**src/rtl/sprite_blitter.sv**
```systemverilog
// Sprite blitter: streams a SPRITE_W x SPRITE_H sprite from a synchronous ROM
// onto a screen at (x0, y0), clipping off-screen and transparent pixels.
module sprite_blitter #(
    parameter int         SPRITE_W    = 40,
    parameter int         SPRITE_H    = 40,
    parameter int         SCREEN_W    = 160,
    parameter int         SCREEN_H    = 120,
    parameter logic [2:0] TRANSPARENT = 3'b000
) (
    input  logic        clk,
    input  logic        reset,
    input  logic        start,
    input  logic [7:0]  x0,
    input  logic [6:0]  y0,
    output logic [10:0] spriteAddr,
    input  logic [2:0]  spriteData,
    output logic [7:0]  x,
    output logic [6:0]  y,
    output logic [14:0] screenAddr,
    output logic [2:0]  colour,
    output logic        plot,
    output logic        busy,
    output logic        done
);
    localparam int NPIX = SPRITE_W * SPRITE_H;
    localparam int CW   = $clog2(SPRITE_W);
    localparam int RW   = $clog2(SPRITE_H);

    typedef enum logic [1:0] {IDLE, READ, FLUSH} state_t;

    state_t        state, state_nx;
    logic [7:0]    x0_l;
    logic [6:0]    y0_l;
    logic [CW-1:0] col, col_d;
    logic [RW-1:0] row, row_d;
    logic          vld_d;
    logic          flush_cnt;
    logic          last_addr;
    logic [8:0]    xs;
    logic [7:0]    ys;

    assign last_addr = (spriteAddr == 11'(NPIX - 1));
    // Unclipped coordinates, one bit wider than the ports so off-screen pixels never wrap
    assign xs = {1'b0, x0_l} + 9'(col_d);
    assign ys = {1'b0, y0_l} + 8'(row_d);

    always_ff @(posedge clk or posedge reset) begin
        if (reset) state <= IDLE;
        else       state <= state_nx;
    end

    always_comb begin
        state_nx = state;
        case (state)
            IDLE:    if (start)     state_nx = READ;
            READ:    if (last_addr) state_nx = FLUSH;
            FLUSH:   if (flush_cnt) state_nx = IDLE;
            default: state_nx = IDLE;
        endcase
    end

    always_comb begin
        busy = (state != IDLE);
    end

    // Two-stage pixel pipeline: address/counters -> ROM data cycle -> registered pixel
    always_ff @(posedge clk or posedge reset) begin
        if (reset) begin
            x0_l       <= '0;
            y0_l       <= '0;
            spriteAddr <= '0;
            col        <= '0;
            row        <= '0;
            col_d      <= '0;
            row_d      <= '0;
            vld_d      <= 1'b0;
            flush_cnt  <= 1'b0;
            x          <= '0;
            y          <= '0;
            screenAddr <= '0;
            colour     <= '0;
            plot       <= 1'b0;
            done       <= 1'b0;
        end else begin
            if (state == IDLE && start) begin
                x0_l       <= x0;
                y0_l       <= y0;
                spriteAddr <= '0;
                col        <= '0;
                row        <= '0;
            end else if (state == READ) begin
                if (last_addr) begin
                    spriteAddr <= '0;
                    col        <= '0;
                    row        <= '0;
                end else begin
                    spriteAddr <= spriteAddr + 11'd1;
                    if (col == CW'(SPRITE_W - 1)) begin
                        col <= '0;
                        row <= row + RW'(1);
                    end else begin
                        col <= col + CW'(1);
                    end
                end
            end
            flush_cnt  <= (state == FLUSH) ? ~flush_cnt : 1'b0;
            vld_d      <= (state == READ);
            col_d      <= col;
            row_d      <= row;
            x          <= xs[7:0];
            y          <= ys[6:0];
            screenAddr <= 15'(ys) * 15'(SCREEN_W) + 15'(xs);
            colour     <= spriteData;
            plot       <= vld_d && (spriteData != TRANSPARENT) &&
                          (xs < 9'(SCREEN_W)) && (ys < 8'(SCREEN_H));
            done       <= (state == FLUSH) && flush_cnt;
        end
    end
endmodule

```
**config.mk**
```make
export PLATFORM = sky130hd
export DESIGN_NAME = sprite_blitter
export DESIGN_NICKNAME = d
export VERILOG_FILES = /design/src/rtl/sprite_blitter.sv
export SDC_FILE = /design/constraint.sdc
export NUM_CORES = 1
export LEC_CHECK = 0
export BUFFER_PORTS_ARGS = -buffer_cell sky130_fd_sc_hd__buf_2
export CORE_MARGIN = 3
export CORE_UTILIZATION = 50
export DETAILED_ROUTE_END_ITERATION = 7
export PLACE_DENSITY = 0.77
export SLEW_MARGIN = 25
export SYNTH_ARGS = -nofsm -noshare
export SYNTH_HDL_FRONTEND = slang
export SYNTH_SLANG_ARGS = --single-unit
```
**constraint.sdc**
```tcl
create_clock -name clk -period 4.85 [get_ports clk]
set_clock_uncertainty 0.2 [all_clocks]
set_input_delay 0.97 -clock clk [delete_from_list [all_inputs] [get_ports clk]]
set_output_delay 0.97 -clock clk [all_outputs]
set_load 0.005 [all_outputs]
```
## Word level (Yosys, flattened, before mapping)

Cells that the tools add are included.

| storage, ports and cells | value |
|---|---|
| flip-flop bits (word level) | 89 |
| input port bits | 21 |
| output and inout port bits | 47 |

| cells by class | value |
|---|---|
| $add $sub $neg | 6 |
| $mul | 1 |
| $lt $le $gt $ge | 2 |
| equality and inequality tests | 7 |
| multiplexer cells | 16 |
| bitwise logic cells | 1 |
| reductions and logical operators | 12 |

Operator list:

| cell | number |
|---|---|
| two-way mux 6 bit | 8 |
| two-way mux 11 bit | 3 |
| adder 15 x 9 -> 15 bit | 1 |
| adder 6 x 1 -> 6 bit (second input constant) | 2 |
| adder 11 x 1 -> 11 bit (second input constant) | 1 |
| equality test 11 bit (second input constant) | 1 |
| multiplier 8 x 3 -> 10 bit (second input constant) | 1 |
| adder 8 x 6 -> 9 bit | 1 |
| < comparator 9 x 8 -> 1 bit (second input constant) | 1 |
| adder 7 x 6 -> 8 bit | 1 |
| < comparator 8 x 7 -> 1 bit (second input constant) | 1 |
| equality test 6 bit (second input constant) | 1 |
| two-way mux 2 bit | 3 |
| != test 2 bit (second input constant) | 3 |
| case mux 2 bit (3 select lines) | 1 |
| nonzero test 3 bit | 2 |
| logical AND 1 bit | 5 |
| nonzero test 2 bit | 2 |
| AND reduction 3 bit | 1 |
| equality test 2 x 1 -> 1 bit (second input constant) | 1 |
| equality test 2 bit (second input constant) | 1 |
| zero test 2 bit | 1 |
| AND reduction 2 bit | 1 |
| two-way mux 1 bit | 1 |
| NOT 1 bit | 1 |

## Logic depth before layout (Yosys ltp)

Gate-level depths: netlist of the first run.

| logic depth | value |
|---|---|
| depth in word-level cells | 5 |
| mapped depth | 15 |
| depth with buffers taken out | 15 |

## Worst setup path before layout of the first run

OpenSTA, ideal clock, no wires.

| timing path | value |
|---|---|
| path type | register to register |
| start point | register y0_l[0] |
| end point | register screenAddr[14] |
| library setup time | 80 ps |
| data arrival time | 3459 ps |
| path slack | 1111 ps |
| stages on the path, launching flop included | 16 |
| path buffers | 0 |
| period minus slack after synthesis | 3739 ps |
| path through | dfrtp_1 -> ha_1 -> inv_1 -> fa_1 -> nor2b_1 -> o31a_1 -> mux2i_1 -> nand2_1 -> xor2_1 -> ha_1 -> o21ai_0 -> or4b_2 -> o2111ai_1 -> nand3_1 -> a211oi_1 -> xnor2_1 |

| on the way | value |
|---|---|
| word-level cells in the longest chain between the ends | 3 |

RTL lines:

| element | RTL line | source |
|---|---|---|
| start: declaration | 33 | `logic [6:0] y0_l;` |
| start signal: assignment | 87 | `y0_l <= y0;` |
| adder 7 x 6 -> 8 bit | 45 | `assign ys = {1'b0, y0_l} + 8'(row_d);` |
| via ys[6] | 40 | `logic [7:0] ys;` |
| multiplier 8 x 3 -> 10 bit | 112 | `screenAddr <= 15'(ys) * 15'(SCREEN_W) + 15'(xs);` |
| adder 15 x 9 -> 15 bit | 112 |  |
| end signal: assignment | 112 |  |
| end: declaration | 19 | `output logic [14:0] screenAddr,` |

The timed path passes the listed nets, and every way through them passes these cells.
A chain may end at the register's enable or synchronous reset.

## Final worst setup path of the first run

Same ends and word-level chain as after synthesis.

==> key figures, run 1 <==
GRT
  – All-Layer GR Usage: 18.37%
  – First-pass GRT wire length: 14.50 mm
  – Initial antenna violation count: 0
  – Number of global-route vias before repair: 3167
  – Largest net degree at the start of global routing: 58
  – Gr ovfl total: 0

Placement
  – Placer Congestion: 0.8267
  – DPL Wire Length: 6.072 mm
  – DP Worst Slack: 0.7990 ns
  – PortBufs: 67

Routing
  – Final ANT Viol Nets: 0
  – Wirelength per Cell: 13.99 um
  – Via count: 3166
  – Routed vias/inst: 5.366
  – DRT Wirelength: 8.257 mm
  – DR iter-0 viols: 164
  – First drt pass iteration count: 4
  – DRC Markers: 0

Finish
  – Diode count: 0
  – Area Growth Syn to Fin: 13.88%
  – Most common cell after layout, fill and taps aside: dfrtp_1
  – Layout cells sized above 1: 20.62%
  – # fillers: 728
  – Most frequent cells in the layout: 84 x dfrtp_1, 67 x buf_2, 61 x nand2_1
  – Final nets: 534

Synth
  – Library cells used by synthesis: 59
  – Synth Register Bits: 84
  – Xor-xnor portion of the synthesized cell area: 6.519%
  – Cells after Synth: 416
  – Post-Synth Simple-Gate Area: 18.07%
  – Most area-consuming cells after synthesis: dfrtp_1 49%, ha_1 8.4%, nand2_1 5.3%
  – Synth warn: 0
  – Largest family of logic cells by synthesized area: simple AND/OR/NAND/NOR gates
  – Post-Synth Adder-Cell Area: 10.30%
  – Area leader, netlist: dfrtp_1
  – Post-Syn Area: 4299 sq um
  – Syn Area/Cell: 10.33 sq um
  – Multiplexer area fraction after synthesis: 0.4948%
  – Seq/Total Area, Yosys: 48.89%
  – Synth Flop Type: dfrtp_1
  – Post-synthesis compound-gate area fraction: 12.11%
  – Share of the synthesized area in the top cell type: 48.89%
  – FFs w/ async S/R, synth: 100.0%
  – EDFF count, synth: 0
  – Post-synthesis net count: 470

Hold path
  – Hold Path End: row_d[0]
  – Hold Path Stages: 0
  – Hold wc startpoint: row[0]
  – Min-Delay Path Class: register to register

STA
  – Tmin final: 4.057 ns
  – Setup tns final: 0 ns
  – Setup-failing EPs final: 0
  – Final slew viol count: 0
  – Worst slew margin: 42.81%
  – RSZ-0062 raised after global routing: no
  – Final hold viol count: 0
  – Max Clk Rate: 246.5 MHz
  – Ratio of final minimum period to clock period: 83.66%
  – Slew @ Worst Pin: 0.8546 ns
  – Final WS setup: 0.7926 ns

Die
  – Area of the die: 9747 sq um
  – Starting density of the core: 51.80%
  – FP Rows: 33
  – Die Ht: 98.73 um
  – Die Wd: 98.73 um
  – Core area: 8299 sq um
  – I/O pins: 68

CTS
  – Hold_buf cts: 0
  – Clk slew on worst S/H paths: 0.08 ns
  – Setup Fix Bufs, Post-CTS: 0
  – CTS tree: built
  – Clock root buffer: clkbuf_8
  – H-tree depth: 3
  – Clk Latency, worst-skew pair: 0.35 ns
  – Clock Tree Buf Depth: 2
  – Resized Gates After CTS: 0
  – Inserted Clock Buffers: 9
  – Clk sink count: 84

Critical path
  – Reg-to-reg critical path endpoint: screenAddr[14]
  – Reg2Reg Depth: 15
  – RR Startpoint: y0_l[0]
  – Worst Path Arrival: 4.13 ns
  – Endpoint class of the critical path: register
  – Critical Path Fanout Max: 5
  – CP Class: register to register
  – Reg2Reg Setup Slack: 0.79 ns
  – CP required: 4.93 ns
  – CP Launch Type: register

Job
  – Maximum Capacitance Violations: 0

Pwr
  – VDD IR max: 356.9 uV
  – Leak Pwr: 2.395 nW
  – PwrDens: 715.5 nW/um^2

Run status
  – Status: complete, no violations
[worst max-delay path: stages (launching register included)]
cell       delay [ns]
dfrtp_1          0.36
ha_1             0.19
inv_1            0.07
fa_1             0.39
nor2b_1          0.19
o31a_1           0.25
mux2i_1          0.31
nand2_1          0.13
xor2_1           0.16
ha_1             0.34
o21ai_0          0.11
or4b_2           0.61
o2111ai_1        0.14
nand3_1          0.13
a211oi_1         0.26
xnor2_1          0.15
[kinds of logic after synthesis]
group | Yosys count
xor+xnor | 32
simple gates | 153
fa+ha+maj | 33
mux | 2
compound gates | 76
flops | 84
buf+inv | 36
[cells in the mapped netlist, types with 2 or more instances]
library cell,number
nand2b_1,6
inv_1,19
and3_1,4
a22o_1,2
o211ai_1,3
o21a_1,4
o211a_1,2
nand2_1,61
nor3_1,5
o31a_1,2
nor2b_1,4
a21o_1,8
nand4_1,6
buf_4,5
nand3_1,9
o41ai_1,2
and3b_1,2
a211oi_1,4
ha_1,29
fa_1,4
and2_1,5
dfrtp_1,84
or4_1,2
nor3b_1,3
a31oi_1,2
a21oi_1,11
clkbuf_1,11
xor2_1,14
xnor2_1,18
nor2_1,26
or2_2,3
o21ai_0,23
o31ai_1,4
and4b_1,4
[cell type report]
class / count / area, sq um / area share, %
Clock inverter: 3 / 20.02 / 0.4089
Sequential cell: 84 / 2102 / 42.93
Tap cell: 105 / 131.4 / 2.683
Timing Repair Buffer: 70 / 357.8 / 7.309
Clock buffer: 13 / 168.9 / 3.450
Inverter: 19 / 73.82 / 1.508
Multi-Input combinational cell: 296 / 2042 / 41.71
[metal layers]
layer  up-vias  global-route usage, %  share of wire (%)
met1      1527                  23.50                 45
met5         -                      0                  0
met2        68                  31.25                 49
li1       1564                      -                  -
met4         0                  5.462                1.2
met3         7                  4.246                4.5
[per-stage QoR]
stage | util [%] | cells | power (W) | area (sq um) | hold slack [ns]
3_5_place_dp | 56.70 | 574 | 0.003052 | 4706 | 0.2113
3_3_place_gp | 56.70 | 574 | 0.002979 | 4706 | 0.2109
2_1_floorplan | - | 416 | 0.002608 | 4299 | 0.1905
5_1_grt | 58.99 | 590 | 0.003877 | 4896 | 0.2595
6_report | 58.99 | 590 | 0.003503 | 4896 | 0.2341
4_1_cts | 58.98 | 590 | 0.003537 | 4895 | 0.2295
[sequential cells by signal, summed over array words and instances, names as in the netlist]
register	flops
col	6
col_d	6
colour	3
done	1
flush_cnt	1
plot	1
row	6
row_d	6
screenAddr	15
spriteAddr	11
state	2
vld_d	1
x	3
x0_l	8
y	7
y0_l	7
[power breakdown]
| part | internal (W) | switching (W) | leakage, nW | total, W |
|---|---|---|---|---|
| logic | 0.000890 | 0.00102 | 1.28 | 0.00191 |
| clock network | 0.000227 | 0.000236 | 0.0917 | 0.000464 |
| registers | 0.000974 | 0.000157 | 1.02 | 0.00113 |
| total | 0.00209 | 0.00141 | 2.39 | 0.00350 |
[worst max path at each step]
stage | end | startpoint
after floorplan | screenAddr[14] | y0_l[0]
after global placement | screenAddr[14] | y0_l[0]
after detailed placement | screenAddr[14] | y0_l[0]
after CTS | screenAddr[14] | y0_l[0]
after global routing | screenAddr[14] | y0_l[0]
final | screenAddr[14] | y0_l[0]
Note: power is estimated with default switching activity, not from simulation.
==> inputs of run 2 (changes only) <==
--- a/config.mk
+++ b/config.mk
@@ -9,7 +9,7 @@
 export CORE_MARGIN = 3
 export CORE_UTILIZATION = 50
 export DETAILED_ROUTE_END_ITERATION = 7
-export PLACE_DENSITY = 0.77
+export PLACE_DENSITY = 0.8
 export SLEW_MARGIN = 25
 export SYNTH_ARGS = -nofsm -noshare
 export SYNTH_HDL_FRONTEND = slang
==> constraint.sdc (replaced) <==
create_clock -name clk -period 3.3 [get_ports clk]
set_clock_uncertainty 0.2 [all_clocks]
set_input_delay 0.66 -clock clk [delete_from_list [all_inputs] [get_ports clk]]
set_output_delay 0.66 -clock clk [all_outputs]
set_load 0.005 [all_outputs]
==> run 2 against run 1 <==
- the flow now finishes with violations (negative setup slack)
- cell count up 9.8%
- global-route usage is 2.6 points higher
- worst setup slack lost 1.2 ns
- sequential power rose by 48%
- sequential share of layout area shrank 5.3 points
- first-iteration DRC count down 5.5%
- maximum frequency increased by 9.3%
- routed wire length up 22%
- design area increased by 14%
- largest power group unchanged
- non-clock buffer count up 58
- combinational power increased by 130%
==> key figures, run 2 (synthesis results as in run 1) <==
STA
  – RSZ-0062 raised after global routing: yes
  – Setup-failing EPs final: 5 (+5)
  – Final WS setup: -0.4114 ns (-1.204 ns)
  – Final slew viol count: 0 (unchanged)
  – Slew @ Worst Pin: 0.7305 ns (-0.1241 ns)
  – Max Clk Rate: 269.4 MHz (+9.3%)
  – Final hold viol count: 0 (unchanged)
  – Setup tns final: -1.037 ns (-1.037 ns)
  – Worst slew margin: 51.01% (+8.2 points)
  – Tmin final: 3.711 ns (-0.3460 ns)
  – WHS: 0.1969 ns (-0.03721 ns)
  – Ratio of final minimum period to clock period: 112.5% (+29 points)

Critical path
  – CP required: 3.38 ns (-1.55 ns)
  – Crit-path slowest cell: fa_2
  – Most Frequent Cell on Critical Path: xnor2_1
  – Worst-path cell chain: ha_2 > inv_2 > fa_2 > nor2b_4 > o31a_1 > mux2i_1 > nand2_1 > xor2_1 > ha_1 > buf_4 > nor2_2 > a21oi_4 > a221oi_2 > a31oi_1 > xnor2_1 > xnor2_1
  – CP Class: register to register
  – Worst path buffer plus inverter count: 2 (+1)
  – CP Launch Type: register
  – Critical Path Fanout Max: 3 (-2)
  – Worst Path Arrival: 3.79 ns (-0.34 ns)
  – Largest delay share family, worst path: adder cells
  – Max incr delay on CP: 0.38 ns (-0.23 ns)
  – Endpoint class of the critical path: register

CTS
  – Clock Tree Buf Depth: 2 (unchanged)
  – Hold_buf cts: 0 (unchanged)
  – H-tree depth: 3 (unchanged)
  – Clk slew on worst S/H paths: 0.08 ns (about the same)
  – Inserted Clock Buffers: 9 (unchanged)
  – Clock root buffer: clkbuf_8
  – CTS tree: built
  – Clk sink count: 84 (unchanged)
  – Clk Latency, worst-skew pair: 0.36 ns (about the same)

Routing
  – Routed vias/inst: 5.537 (+3.2%)
  – Via count: 3588 (+13%)
  – DR iter-0 viols: 155 (-5.5%)
  – First drt pass iteration count: 4 (unchanged)
  – Final ANT Viol Nets: 0 (unchanged)
  – DRT Wirelength: 10.03 mm (+22%)
  – Wirelength per Cell: 15.48 um (+11%)
  – DRC Markers: 0 (unchanged)

Pwr
  – VDD IR max: 621.1 uV (+74%)
  – Leak Pwr: 2.748 nW (+15%)
  – PwrDens: 1236 nW/um^2 (+73%)
  – Tot Pwr: 0.006899 W (+97%)

GRT
  – Gr ovfl total: 0 (unchanged)
  – First-pass GRT wire length: 16.36 mm (+13%)
  – Number of global-route vias before repair: 3549 (+12%)
  – Largest net degree at the start of global routing: 44 (-24%)
  – Initial antenna violation count: 1 (+1)
  – All-Layer GR Usage: 20.92% (+2.6 points)

Placement
  – DPL Wire Length: 6.551 mm (+7.9%)
  – PortBufs: 67 (unchanged)
  – Placer Congestion: 0.8366 (+1.2%)

Die
  – FP Rows: 33 (unchanged)
  – Starting density of the core: 51.80% (unchanged)
  – Area of the die: 9747 sq um (unchanged)
  – Die Wd: 98.73 um (unchanged)
  – Die Ht: 98.73 um (unchanged)
  – Core area: 8299 sq um (unchanged)
  – I/O pins: 68 (unchanged)

Finish
  – Area Growth Syn to Fin: 29.86%
  – Largest register FFs: 15 (unchanged)
  – # fillers: 587 (-19%)
  – Largest register by flop count: screenAddr
  – Most common cell after layout, fill and taps aside: dfrtp_1
  – Most frequent cells in the layout: 84 x dfrtp_1, 67 x buf_2, 61 x nand2_1
  – Layout cells sized above 1: 34.07% (+13 points)
  – Final nets: 592 (+11%)
  – Biggest regs: screenAddr x15, spriteAddr x11, x0_l x8
  – Diode count: 0 (unchanged)

Run status
  – Failing checks: negative setup slack
  – Status: finished, violations left

Job
  – Maximum Capacitance Violations: 0 (unchanged)

Hold path
  – Min-Delay Path Class: input pin to asynchronous set/reset pin
==> run 2: area by class of cell <==
class	count	area (sq um)	area share [%]
multi-input combinational	296	2176	38.97
clock inverter	5	106.4	1.905
inverter	19	72.57	1.300
timing repair buffer	128	843.3	15.11
clock buffer	11	151.4	2.712
sequential	84	2102	37.65
tap	105	131.4	2.353
==> run 2: stage by stage <==
stage | instance area [sq um] | std cells | util [%] | setup WS [ns]
6_report | 5583 | 648 | 67.27 | -0.4114
3_3_place_gp | 5026 | 612 | 60.56 | -0.2126
3_5_place_dp | 5026 | 612 | 60.56 | -0.3835
2_1_floorplan | 4322 | 416 | - | -0.2182
4_1_cts | 5503 | 646 | 66.30 | -0.2543
5_1_grt | 5583 | 648 | 67.27 | -0.5851
==> run 2: final timing paths <==
| path | start | end | slack, ns | depth (start not counted) |
|---|---|---|---|---|
| worst max-delay path | y0_l[0] | screenAddr[14] | -0.41 | 16 |
| worst min-delay path | reset | spriteAddr[3] | 0.20 | 2 |
| min in group clk | spriteData[0] | colour[0] | 0.23 | 1 |
| worst max register to register | y0_l[0] | screenAddr[14] | -0.41 | 16 |
| worst min register to register | flush_cnt | flush_cnt | 0.24 | 1 |
| max in group asynchronous | reset | screenAddr[7] | 2.05 | 3 |
==> run 2: timing repair <==
action,4_1_cts,5_1_grt
setup buffers,18,3
pin swaps,14,8
gates cloned,0,0
endpoints found under the setup margin,4,7
gates resized for setup,19,16
==> run 2: where the power goes <==
group / total (W) / internal [W] / switching [W] / leakage (nW)
Combinational: 0.00432 / 0.00224 / 0.00208 / 1.60
Clock: 0.000913 / 0.000547 / 0.000366 / 0.126
Sequential: 0.00167 / 0.00143 / 0.000234 / 1.02
Total: 0.00690 / 0.00422 / 0.00268 / 2.75
==> run 2: metal layers <==
layer	global-route usage, %	routed length [um]	vias up
li1	-	-	1679
met1	25.70	4104	1747
met2	34.48	5013	126
met3	5.379	562	34
met4	10.08	339	2
met5	0	13	-
==> inputs of run 3 (changes only) <==
--- a/config.mk
+++ b/config.mk
@@ -6,7 +6,8 @@
 export NUM_CORES = 1
 export LEC_CHECK = 0
 export BUFFER_PORTS_ARGS = -buffer_cell sky130_fd_sc_hd__buf_2
-export CORE_MARGIN = 3
+export CORE_ASPECT_RATIO = 0.5
+export CORE_MARGIN = 2
 export CORE_UTILIZATION = 50
 export DETAILED_ROUTE_END_ITERATION = 7
 export PLACE_DENSITY = 0.8
==> run 3 against run 2 <==
- clock power grew 12%
- global-route usage grew 0.33 points
- first-iteration DRC count grew 19%
- largest power group unchanged
- die area shrank 3.5%
- count of clock-buffer cells in the layout is the same
- sequential power is essentially flat
- the flow still finishes with violations (negative setup slack)
- design area grew 0.34%
==> key figures, run 3 (synthesis results as in run 1) <==
Run status
  – Status: finished, violations left
  – Failing checks: negative setup slack

Finish
  – Most frequent cells in the layout: 84 x dfrtp_1, 67 x buf_2, 60 x nand2_1
  – Util after Layout: 68.54% (+1.3 points)
  – Biggest regs: screenAddr x15, spriteAddr x11, x0_l x8
  – Largest register FFs: 15 (unchanged)
  – Final nets: 589 (-0.51%)
  – Fin area: 5602 sq um (+0.34%)
  – Non-filler cells, final: 652 (+0.62%)
  – Diode count: 0 (unchanged)
  – Largest register by flop count: screenAddr
  – Most common cell after layout, fill and taps aside: dfrtp_1
  – Layout cells sized above 1: 33.52% (-0.55 points)
  – Area Growth Syn to Fin: 30.30%

GRT
  – Initial antenna violation count: 0 (-1)
  – First-pass GRT wire length: 15.63 mm (-4.5%)
  – Gr ovfl total: 0 (unchanged)
  – Number of global-route vias before repair: 3273 (-7.8%)
  – Largest net degree at the start of global routing: 36 (-18%)
  – All-Layer GR Usage: 21.25% (+0.33 points)

STA
  – Slew @ Worst Pin: 0.6699 ns (-0.06063 ns)
  – Setup-failing EPs final: 3 (-2)
  – RSZ-0062 raised after global routing: yes
  – Final slew viol count: 0 (unchanged)
  – Final WS setup: -0.3394 ns (+0.07199 ns)
  – Worst slew margin: 55.07% (+4.1 points)
  – Max Clk Rate: 274.8 MHz (+2.0%)
  – WHS: 0.1335 ns (-0.06336 ns)
  – Ratio of final minimum period to clock period: 110.3% (-2.2 points)
  – Final hold viol count: 0 (unchanged)
  – Tmin final: 3.639 ns (-0.07199 ns)

Placement
  – Placed insts: 622 (+1.6%)
  – Placer Congestion: 0.8905 (+6.4%)
  – DPL Wire Length: 6.504 mm (-0.71%)
  – PortBufs: 67 (unchanged)
  – Area after DPL: 5062 sq um (+0.72%)

Die
  – Die Ht: 69.57 um (-30%)
  – Area of the die: 9401 sq um (-3.5%)
  – Die Wd: 135.1 um (+37%)
  – I/O pins: 68 (unchanged)
  – Core area: 8173 sq um (-1.5%)
  – FP Rows: 23 (-30%)
  – Starting density of the core: 52.60% (+0.80 points)

Critical path
  – RR Startpoint: y0_l[1]
  – Worst Setup SP: y0_l[1]
  – Endpoint class of the critical path: register
  – Critical Path Fanout Max: 3 (unchanged)
  – CP Class: register to register
  – Worst Path Arrival: 3.66 ns (-0.13 ns)
  – CP required: 3.32 ns (-0.06 ns)
  – CP Launch Type: register

Routing
  – Routed vias/inst: 5.221 (-5.7%)
  – DR iter-0 viols: 184 (+19%)
  – DRC Markers: 0 (unchanged)
  – DRT Wirelength: 9.594 mm (-4.4%)
  – Wirelength per Cell: 14.71 um (-5.0%)
  – First drt pass iteration count: 4 (unchanged)
  – Via count: 3404 (-5.1%)
  – Final ANT Viol Nets: 0 (unchanged)

Pwr
  – VDD IR max: 839.6 uV (+35%)
  – Leak Pwr: 2.764 nW (+0.60%)
  – Tot Pwr: 0.006970 W (+1.0%)
  – PwrDens: 1244 nW/um^2 (+0.69%)

CTS
  – Clk sink count: 84 (unchanged)
  – Clk Latency, worst-skew pair: 0.34 ns (-0.02 ns)
  – Clock root buffer: clkbuf_16
  – Clk slew on worst S/H paths: 0.06 ns (-0.02 ns)
  – H-tree depth: 3 (unchanged)
  – CTS tree: built
  – Hold_buf cts: 0 (unchanged)
  – Inserted Clock Buffers: 9 (unchanged)
  – Clock Tree Buf Depth: 2 (unchanged)

Job
  – Maximum Capacitance Violations: 0 (unchanged)

Hold path
  – Min-Delay Path Class: input pin to asynchronous set/reset pin
[run 3: cell count changes in the layout (fill, tap and decap cells not counted), moves of 2 or more]
cell and delta:
clkbuf_16 +9, bufinv_16 -2, o21ai_1 +2, a21oi_2 +2, clkbuf_8 -10, buf_6 +2, o21ai_2 -2, buf_4 -5
[run 3: what timing repair did]
item	4_1_cts	5_1_grt
hold endpoints to repair	0	0
setup buffers	13	5
pin swaps	6	22
endpoints found under the setup margin	4	7
cloned	0	0
gates resized for setup	14	22
[run 3: power breakdown]
part,internal (W),switching (W)
logic,0.00229,0.00199
clock network,0.000608,0.000413
registers,0.00143,0.000234
total,0.00433,0.00264
[run 3: final timing paths]
check | cells after the start | to | slack (ns)
max | 14 | screenAddr[14] | -0.34
min | 2 | spriteAddr[3] | 0.13
max reg2reg | 14 | screenAddr[14] | -0.34
min reg2reg | 0 | row_d[5] | 0.23
max in group asynchronous | 3 | screenAddr[5] | 2.10
min in group clk | 0 | row_d[5] | 0.23
[run 3: metal layers]
metal	part of all wire (%)	routed length [um]	GRT usage (%)
met1	47	4516	28.60
met2	48	4563	33.45
met3	4.1	398	5.482
met4	1.2	116	7.639
met5	0	0	0
[run 3: area by class of cell]
| cell class | instances | area, sq um |
|---|---|---|
| clock buffers | 11 | 242.7 |
| clock inverters | 5 | 58.81 |
| well taps | 112 | 140.1 |
| inverters | 19 | 72.57 |
| flip-flops and latches | 84 | 2102 |
| multi-input cells | 296 | 2157 |
| repair buffers | 125 | 828.3 |
| fillers | 600 | 2571 |
[run 3: through the flow]
stage               setup TNS [ns]  worst slack, ns
floorplan                  -0.4109          -0.2182
global placement           -0.5054          -0.1967
detailed placement         -0.8620          -0.3214
CTS                        -0.8111          -0.2789
global route                -1.461          -0.5469
finish                     -0.8183          -0.3394
[run 3: critical path, cell delays in order (launching register included)]
cell and delay [ns]:
dfrtp_1 0.38, ha_1 0.32, a21o_1 0.20, a21oi_2 0.18
xnor2_2 0.12, ha_1 0.30, ha_1 0.17, inv_1 0.07
fa_2 0.40, or2b_1 0.26, a21oi_2 0.20, xor2_1 0.24
nand3_1 0.14, a211oi_2 0.24, xnor2_1 0.09
